**src/rtl/uart_tx_buffered_pkg.sv**
```systemverilog
// Shared definitions for the buffered UART transmitter: FSM encoding, data width, line levels.
package uart_tx_buffered_pkg;

    localparam int unsigned UART_DATA_W = 8;
    localparam logic        IDLE_LEVEL  = 1'b1;
    localparam logic        START_LEVEL = 1'b0;

    typedef enum logic [2:0] {
        StIdle   = 3'd0,
        StStart  = 3'd1,
        StData   = 3'd2,
        StParity = 3'd3,
        StStop   = 3'd4
    } tx_state_e;

    function automatic logic even_parity(input logic [UART_DATA_W-1:0] b);
        return ^b;
    endfunction

endpackage

```
**src/rtl/uart_tx_fifo.sv**
```systemverilog
// Synchronous byte FIFO with asynchronous active-high reset; DEPTH must be a power of two.
module uart_tx_fifo #(
    parameter int unsigned DEPTH = 4,
    parameter int unsigned WIDTH = 8
) (
    input  logic             clk,
    input  logic             rst,
    input  logic             push_i,
    input  logic [WIDTH-1:0] wdata_i,
    input  logic             pop_i,
    output logic [WIDTH-1:0] rdata_o,
    output logic             full_o,
    output logic             empty_o
);

    localparam int unsigned PtrW = $clog2(DEPTH);
    localparam logic [PtrW:0] FullCount = DEPTH[PtrW:0];

    logic [WIDTH-1:0] mem_q [DEPTH];
    logic [PtrW-1:0]  wptr_q, wptr_d, rptr_q, rptr_d;
    logic [PtrW:0]    count_q, count_d;
    logic             do_push, do_pop;

    assign full_o  = (count_q == FullCount);
    assign empty_o = (count_q == '0);
    assign do_push = push_i && !full_o;
    assign do_pop  = pop_i && !empty_o;
    assign rdata_o = mem_q[rptr_q];

    always_comb begin
        wptr_d  = wptr_q;
        rptr_d  = rptr_q;
        count_d = count_q;
        if (do_push) wptr_d = wptr_q + 1'b1;
        if (do_pop)  rptr_d = rptr_q + 1'b1;
        case ({do_push, do_pop})
            2'b10:   count_d = count_q + 1'b1;
            2'b01:   count_d = count_q - 1'b1;
            default: count_d = count_q;
        endcase
    end

    always_ff @(posedge clk or posedge rst) begin
        if (rst) begin
            wptr_q  <= '0;
            rptr_q  <= '0;
            count_q <= '0;
        end else begin
            wptr_q  <= wptr_d;
            rptr_q  <= rptr_d;
            count_q <= count_d;
        end
    end

    always_ff @(posedge clk) begin
        if (do_push) mem_q[wptr_q] <= wdata_i;
    end

endmodule

```
**src/rtl/uart_tx_buffered.sv**
```systemverilog
// Buffered UART transmitter: FIFO-fed frame serializer, start + 8 data bits MSB first + stop bits.
// Define UART_TX_PARITY_EN to insert an even-parity bit between data and stop bits.
module uart_tx_buffered
    import uart_tx_buffered_pkg::*;
#(
    parameter int unsigned FIFO_DEPTH   = 4,
    parameter int unsigned CLKS_PER_BIT = 1,
    parameter int unsigned STOP_BITS    = 2
) (
    input  logic                   clk,
    input  logic                   rst,
    input  logic [UART_DATA_W-1:0] data_in_i,
    input  logic                   wr_en_i,
    output logic                   full_o,
    output logic                   empty_o,
    output logic                   bit_out_o,
    output logic                   busy_o,
    output logic                   tx_done_o,
    output logic                   overflow_o
);

    localparam int unsigned CycW = (CLKS_PER_BIT > 1) ? $clog2(CLKS_PER_BIT) : 1;

    tx_state_e              state_q, state_d;
    logic [UART_DATA_W-1:0] shreg_q, shreg_d;
    logic [CycW-1:0]        cyc_q, cyc_d;
    logic [7:0]             bcnt_q, bcnt_d;
    logic                   bit_out_q, bit_out_d;
    logic                   overflow_q, overflow_d;
    logic                   bit_tick, last_stop, fifo_pop;
    logic [UART_DATA_W-1:0] fifo_rdata;
`ifdef UART_TX_PARITY_EN
    logic                   parity_q, parity_d;
`endif

    uart_tx_fifo #(
        .DEPTH(FIFO_DEPTH),
        .WIDTH(UART_DATA_W)
    ) u_fifo (
        .clk    (clk),
        .rst    (rst),
        .push_i (wr_en_i),
        .wdata_i(data_in_i),
        .pop_i  (fifo_pop),
        .rdata_o(fifo_rdata),
        .full_o (full_o),
        .empty_o(empty_o)
    );

    assign bit_tick  = (cyc_q == CycW'(CLKS_PER_BIT - 1));
    assign last_stop = (bcnt_q == 8'(STOP_BITS - 1));

    always_ff @(posedge clk or posedge rst) begin
        if (rst) begin
            state_q    <= StIdle;
            shreg_q    <= '0;
            cyc_q      <= '0;
            bcnt_q     <= '0;
            bit_out_q  <= IDLE_LEVEL;
            overflow_q <= 1'b0;
`ifdef UART_TX_PARITY_EN
            parity_q   <= 1'b0;
`endif
        end else begin
            state_q    <= state_d;
            shreg_q    <= shreg_d;
            cyc_q      <= cyc_d;
            bcnt_q     <= bcnt_d;
            bit_out_q  <= bit_out_d;
            overflow_q <= overflow_d;
`ifdef UART_TX_PARITY_EN
            parity_q   <= parity_d;
`endif
        end
    end

    always_comb begin
        state_d  = state_q;
        shreg_d  = shreg_q;
        cyc_d    = cyc_q;
        bcnt_d   = bcnt_q;
        fifo_pop = 1'b0;
`ifdef UART_TX_PARITY_EN
        parity_d = parity_q;
`endif
        case (state_q)
            StIdle: begin
                if (!empty_o) begin
                    fifo_pop = 1'b1;
                    shreg_d  = fifo_rdata;
`ifdef UART_TX_PARITY_EN
                    parity_d = even_parity(fifo_rdata);
`endif
                    cyc_d    = '0;
                    bcnt_d   = '0;
                    state_d  = StStart;
                end
            end
            StStart: if (bit_tick) state_d = StData;
            StData: begin
                if (bit_tick) begin
                    shreg_d = {shreg_q[UART_DATA_W-2:0], 1'b0};
                    if (bcnt_q == 8'(UART_DATA_W - 1)) begin
                        bcnt_d = '0;
`ifdef UART_TX_PARITY_EN
                        state_d = StParity;
`else
                        state_d = StStop;
`endif
                    end else begin
                        bcnt_d = bcnt_q + 8'd1;
                    end
                end
            end
            StParity: if (bit_tick) state_d = StStop;
            StStop: begin
                if (bit_tick) begin
                    if (last_stop) begin
                        bcnt_d  = '0;
                        state_d = StIdle;
                    end else begin
                        bcnt_d = bcnt_q + 8'd1;
                    end
                end
            end
            default: state_d = StIdle;
        endcase
        // Cycle counter only runs inside a frame and wraps at each bit boundary.
        if (state_q != StIdle) cyc_d = bit_tick ? '0 : cyc_q + 1'b1;
    end

    // Line level is registered from the next state so it changes on the same edge as the FSM.
    always_comb begin
        bit_out_d = IDLE_LEVEL;
        case (state_d)
            StStart:  bit_out_d = START_LEVEL;
            StData:   bit_out_d = shreg_d[UART_DATA_W-1];
`ifdef UART_TX_PARITY_EN
            StParity: bit_out_d = parity_d;
`endif
            default:  bit_out_d = IDLE_LEVEL;
        endcase
        overflow_d = overflow_q | (wr_en_i & full_o);
        tx_done_o  = (state_q == StStop) && bit_tick && last_stop;
        busy_o     = (state_q != StIdle);
    end

    assign bit_out_o  = bit_out_q;
    assign overflow_o = overflow_q;

endmodule

```
**config.mk**
```make
export PLATFORM = sky130hd
export DESIGN_NAME = uart_tx_buffered
export DESIGN_NICKNAME = d
export VERILOG_FILES = /design/src/rtl/uart_tx_buffered_pkg.sv /design/src/rtl/uart_tx_fifo.sv /design/src/rtl/uart_tx_buffered.sv
export SDC_FILE = /design/constraint.sdc
export NUM_CORES = 1
export LEC_CHECK = 0
export ABC_CLOCK_PERIOD_IN_PS = 2900
export CAP_MARGIN = 20
export CORE_MARGIN = 2
export CORE_UTILIZATION = 58
export DETAILED_ROUTE_END_ITERATION = 16
export PLACE_DENSITY_LB_ADDON = 0.15
export SLEW_MARGIN = 20
export SYNTH_ARGS = -nofsm -noshare
export SYNTH_HDL_FRONTEND = slang
export SYNTH_HIERARCHICAL = 1
export SYNTH_SLANG_ARGS = --single-unit
export TNS_END_PERCENT = 20
```
**constraint.sdc**
```tcl
create_clock -name clk -period 2.9 [get_ports clk]
set_clock_uncertainty 0.05 [all_clocks]
set_input_delay 0.725 -clock clk [delete_from_list [all_inputs] [get_ports clk]]
set_output_delay 0.725 -clock clk [all_outputs]
set_load 0.01 [all_outputs]
```
=== Yosys cells after proc, flatten, opt, wreduce, memory -nomap -nowiden ===
Memory sizes are Yosys's and may differ from the RTL's.
Index checks and enable logic that the tools add are counted.

* Memories: 1
* Output and inout bits: 6
* RAM bits: 32
* Logic and storage cells: 78
* Register bits: 29
* Input bits: 11

* Muxes and demuxes: 27
* Equality and inequality tests: 15
* Reduce and logical (&&, ||, !) cells: 16
* Bitwise logic cells: 3
* Add/subtract/negate cells: 6

{| class="wikitable"
|+ Memory list
! memory !! depth !! bits a word !! rd ports !! clocked after Yosys merged registers in !! wr ports !! line !! text
|-
| u_fifo.mem_q || 4 || 8 || 1 || 0 || 1 || uart_tx_fifo.sv:19 || <nowiki>logic [WIDTH-1:0] mem_q [DEPTH];</nowiki>
|}

{| class="wikitable"
|+ Operators with widths
! kind !! number
|-
| $mux W8 || 7
|-
| $pmux W8 S3 || 1
|-
| $mux W3 || 7
|-
| $pmux W8 S2 || 1
|-
| $pmux W3 S5 || 1
|-
| $eq A3 B2 Y1 const B || 3
|-
| $add A8 B1 Y8 const B || 1
|-
| $eq A8 B1 Y1 const B || 1
|-
| $eq A8 B3 Y1 const B || 1
|-
| $mux W1 || 8
|-
| $eq A3 B1 Y1 const B || 2
|-
| $eq A3 B3 Y1 const B || 2
|-
| $logic_not A3 Y1 || 2
|-
| $ne A2 B2 Y1 const B || 3
|-
| $pmux W3 S2 || 1
|-
| $reduce_bool A2 Y1 || 3
|-
| $reduce_bool A3 Y1 || 2
|-
| $add A2 B1 Y2 const B || 2
|-
| $logic_and A1 B1 Y1 || 4
|-
| $reduce_and A4 Y1 || 1
|-
| $add A3 B1 Y3 const B || 1
|-
| $reduce_and A3 Y1 || 1
|-
| $sub A3 B1 Y3 const B || 1
|-
| $eq A2 B1 Y1 const B || 1
|-
| 9 further kinds || 10
|}

=== Logic depth before layout (Yosys ltp) ===
* Depth in word-level cells: 6
* Gate-level depth with buffers: 12
* Gate-level depth less buffers: 11

=== Modules after synthesis ===
The synthesis kept the hierarchy.

{| class="wikitable"
|+ By module, submodules not included
! module !! area an instance (sq um) !! cells each !! sequential area each (sq um) !! instances
|-
| uart_tx_fifo || 1596.5 || 80 || 1136.1 || 1
|-
| uart_tx_buffered || 1167.4 || 126 || 526.8 || 1
|}

=== Least setup slack after synthesis ===
OpenSTA, ideal clock, no wires.

* Kind: reg-to-reg
* Start point: register u_fifo.count_q[0]
* End point: register u_fifo.count_q[2]
* Clock period less this slack: 2.593 ns
* Arrival time: 2.464 ns
* Buffers on the path: 1
* Library setup time: 0.079 ns
* Cell stages (with the launch flop): 13
* Setup slack: 0.307 ns
* Data required time: 2.771 ns
* Path through: dfrtp_1 > nor3_1 > or3_1 > or2_1 > buf_6 > inv_1 > o31a_2 > ha_1 > inv_1 > fa_1 > xor2_1 > nor2_1 > xor2_1

* Longest elaborated chain between the ends: 6
* Elaborated cells between the ends (all ways): 14
* Classes of those cells: add/sub (2); eq/ne (3); mux (3); reduce/logical (6)

{| class="wikitable"
|+ Ends and longest elaborated chain
! what !! line !! text
|-
| from (decl) || uart_tx_fifo.sv:21 || <nowiki>logic [PtrW:0] count_q, count_d;</nowiki>
|-
| from (signal assigned) || uart_tx_fifo.sv:51 || <nowiki>count_q <= count_d;</nowiki>
|-
| $logic_not A3 Y1 * || uart_tx_fifo.sv:25 || <nowiki>assign empty_o = (count_q == '0);</nowiki>
|-
| net empty_o || uart_tx_buffered.sv:15 || <nowiki>output logic empty_o,</nowiki>
|-
| $mux W1 * || uart_tx_buffered.sv:88 || <nowiki>if (!empty_o) begin</nowiki>
|-
| $mux W1 * || uart_tx_buffered.sv:86 || <nowiki>case (state_q)</nowiki>
|-
| net fifo_pop || uart_tx_buffered.sv:30 || <nowiki>logic bit_tick, last_stop, fifo_pop;</nowiki>
|-
| $logic_and A1 B1 Y1 * || uart_tx_fifo.sv:27 || <nowiki>assign do_pop = pop_i && !empty_o;</nowiki>
|-
| net u_fifo.do_pop || uart_tx_fifo.sv:22 || <nowiki>logic do_push, do_pop;</nowiki>
|-
| $eq A2 B1 Y1 or $eq A2 B2 Y1 (tied branches) || uart_tx_fifo.sv:36 || <nowiki>case ({do_push, do_pop})</nowiki>
|-
| $pmux W3 S2 or $reduce_bool A2 Y1 (tied branches) || n/a ||
|}

Mark *: on every way through the listed nets, which the timed path passes. The rest lies on a longest branch.
A chain may end at the register's enable or synchronous reset.

=== Worst setup path in the final report ===
* Start point: register bcnt_q[1]
* End point: output tx_done_o

* Longest elaborated chain between the ends: 2

{| class="wikitable"
|+ Ends and longest elaborated chain
! what !! line !! text
|-
| from (decl) || uart_tx_buffered.sv:27 || <nowiki>logic [7:0] bcnt_q, bcnt_d;</nowiki>
|-
| from (signal assigned) || uart_tx_buffered.sv:68 || <nowiki>bcnt_q <= bcnt_d;</nowiki>
|-
| $eq A8 B1 Y1 || uart_tx_buffered.sv:51 || <nowiki>assign last_stop = (bcnt_q == 8'(STOP_BITS - 1));</nowiki>
|-
| $logic_and A1 B1 Y1 || uart_tx_buffered.sv:144 || <nowiki>tx_done_o = (state_q == StStop) && bit_tick && last_stop;</nowiki>
|-
| to (decl) || uart_tx_buffered.sv:18 || <nowiki>output logic tx_done_o,</nowiki>
|}

Every way passes these cells.

==> impl_metrics.csv <==
group,metric,value,unit
floorplan,core_area,4660,sq um
power_and_ir_drop,p_leak,1.25,nW
clock_network,cts.clk_slew.worst_paths,0.07,ns
yosys,synth_top_area_cell,"edfxtp_1",
placement,gp_congestion,0.815,
clock_network,cts_made_buffers,9,
power_and_ir_drop,peakVddDrop,0.000510,V
power_and_ir_drop,pwr-share-seq,0.397,
finish,finalNetCount,249,
power_and_ir_drop,power.switching,1.16,mW
min_path,hp-class,"reg -> reg",
clock_network,root_buffer,"clkbuf_8",
detailed_routing,vias,1692,
yosys,async_reset_ff_frac,0.467,
setup_path,crit_path_start,"bcnt_q[1]",
sta,slew_viol_final,0,
setup_path,arrival,1.99,ns
clock_network,clock-sinks,60,
job,drv_cap,0,
clock_network,clk_latency,0.33,ns
detailed_routing,vias_per_cell,5.85,
power_and_ir_drop,finalPower,3.50,mW
sta,worstMarginPinSlew,0.809,ns
sta,hold_viol,0,
finish,drive_gt1_frac,0.204,
setup_path,crit_fanout,4,
power_and_ir_drop,powerDensity,1090,nW/um^2
detailed_routing,drt_iter0_drc,105,
floorplan,dieArea,5330,sq um
sta,setup_viol,0,
detailed_routing,drt-total-wl,4870,um
run_status,outcome,"finished, final reports clean",
placement,portBuffers,16,
power_and_ir_drop,cellInternalPower,2.34,mW
finish,fin_area,3230,sq um
yosys,syn-num-nets,225,
yosys,synth_top_area_share,0.348,
yosys,synth.top_cells.by_area,"edfxtp_1 35%, dfrtp_1 24%, mux4_2 6.5%, ha_1 3.2%, nand2_1 2.3%",
detailed_routing,dr.pass1.iters,4,
global_route,grt_max_degree,22,
yosys,ys_ff_latch,60,
power_and_ir_drop,p_sw_frac,0.333,
sta,grt_setup_unrepaired,"false",
min_path,worstHoldStart,"overflow_o",
power_and_ir_drop,combPwrFrac,0.358,
finish,mostFrequentLayoutCell,"edfxtp_1",
power_and_ir_drop,pwr-share-clk,0.245,
global_route,grt_use_total,0.209,
floorplan,dieHeight,73.0,um
detailed_routing,postRouteAntennaNets,0,
finish,fin_util,0.692,
global_route,grt_pass1_vias,1685,
floorplan,chipWidth,73.0,um
yosys,synth_cell_types,52,
yosys,synth_edf_count,32,
sta,max-slew-margin-rel,0.460,
global_route,grt_pass1_wl,8020,um
clock_network,clockBufferDepth,2,
setup_path,reg2reg_from,"u_fifo/count_q[0]",
finish,diodes,0,
setup_path,end_kind,"primary output",
yosys,avgSynthCellArea,13.4,sq um
sta,fmax,362,MHz
setup_path,critical_path_class,"reg -> out",
clock_network,cts.htree.levels,3,
clock_network,cts_tree,"done",
placement,dp_hpwl,3280,um
floorplan,start_util,0.593,
sta,tns,0,ns
yosys,synthCells,206,
floorplan,io_pins,17,
placement,placed_area,2980,sq um
sta,fin_crit,2.76,ns
yosys,synthFlopType,"edfxtp_1",
global_route,antenna_found_initial,0,
sta,fin_ws,0.137,ns
setup_path,cp.required,2.12,ns
yosys,yosysWarnings,6,
yosys,seq_area_frac_synth,0.602,
detailed_routing,post-route-drc-count,0,
sta,fin_crit_sh,0.953,
global_route,gr-total-overflow,0,
finish,most-common-layout-cells,"32 x edfxtp_1, 27 x dfrtp_1, 17 x nand2_1, 16 x clkdlybuf4s50_1, 15 x nor2_1",
setup_path,start_kind,"register",
finish,syn_to_final_growth,16.7,%
floorplan,num_rows,25,
detailed_routing,post_drt_wl_per_cell,16.8,um
placement,pre_cts_slack,0.250,ns
yosys,syn_area,2760,sq um
logic make-up (layout without fill, tap and decap cells):
family                     Yosys count  after routing  share of synthesized area
and+or+nand+nor                     63             63                      0.132
adders and majority gates            8              8                     0.0389
buffers and inverters               20             49                     0.0353
xor gates and xnor gates             6              6                     0.0190
muxes                               10             10                     0.0742
AOI/OAI and AO/OA                   39             39                     0.0991
DFF                                 60             60                      0.602
layer usage:
| metal | wire length, um | share of wire | track usage |
|---|---|---|---|
| met1 | 2090 | 0.43 | 0.256 |
| met2 | 2530 | 0.52 | 0.338 |
| met3 | 187 | 0.038 | 0.0635 |
| met4 | 62 | 0.013 | 0.101 |
| met5 | 0 | 0 | 0 |
critical path, cell delays in order (launching register included):
cell and delay [ns]:
dfrtp_1 0.41, inv_1 0.07, ha_1 0.16, nor4b_4 0.31, nand2_1 0.09, nor2_1 0.09
clkdlybuf4s50_1 0.53
cell usage after synthesis, drive strengths merged (2+ instances only):
| cell type | count |
|---|---|
| a21o | 3 |
| a21oi | 6 |
| and2 | 4 |
| buf | 4 |
| clkbuf | 3 |
| dfrtp | 27 |
| edfxtp | 32 |
| ha | 7 |
| inv | 12 |
| mux4 | 8 |
| nand2 | 18 |
| nand2b | 3 |
| nand3 | 3 |
| nor2 | 16 |
| nor2b | 4 |
| nor3 | 4 |
| nor3b | 2 |
| o2111ai | 2 |
| o211ai | 3 |
| o21a | 2 |
| o21ai | 11 |
| o22ai | 6 |
| o31a | 2 |
| or3 | 3 |
| or3b | 2 |
| xnor2 | 3 |
| xor2 | 3 |
area by class of cell:
class,count,area (sq um)
Clock inverter,2,35.0
Multi-Input combinational cell,126,1010
Tap cell,54,67.6
Sequential cell,60,1660
Timing Repair Buffer,20,190
Inverter,13,53.8
Clock buffer,14,205
Fill cell,319,1430
flip-flops by register name, summed over array words and instances (netlist names):
signal	flops
u_fifo/rptr_q	2
u_fifo/wptr_q	2
u_fifo/count_q	3
overflow_o	1
shreg_q	8
bcnt_q	8
state_q	3
u_fifo/mem_q	32
bit_out_o	1
power by group through the flow:
stage	clock network (mW)	logic [mW]	registers [mW]
6_report	0.859	1.25	1.39
5_1_grt	0.904	1.40	1.43
4_1_cts	0.878	1.26	1.39
3_5_place_dp	0	1.25	1.41
3_3_place_gp	0	1.18	1.38
2_1_floorplan	0	1.02	1.30
repair_timing:
action | in CTS | in global routing
hold buffers | 0 | 0
resized for setup | 0 | 1
endpoints found under the setup margin | 0 | 1
setup buffers | 0 | 0
final timing paths:
check / endpoint / slack (ns) / cells after the start
max in group asynchronous: shreg_q[0] / 1.46 / 2
min: overflow_o / 0.42 / 1
min reg2reg: overflow_o / 0.42 / 1
min in group asynchronous: u_fifo/count_q[2] / 0.61 / 2
max: tx_done_o / 0.14 / 6
max reg2reg: u_fifo/count_q[2] / 0.23 / 11
stage by stage:
stage               hold WS (ns)  cells
finish                     0.420    289
global placement           0.391    273
floorplan                  0.431    206
CTS                        0.423    289
global route               0.447    289
detailed placement         0.407    273
(Power assumes the default switching activity.)
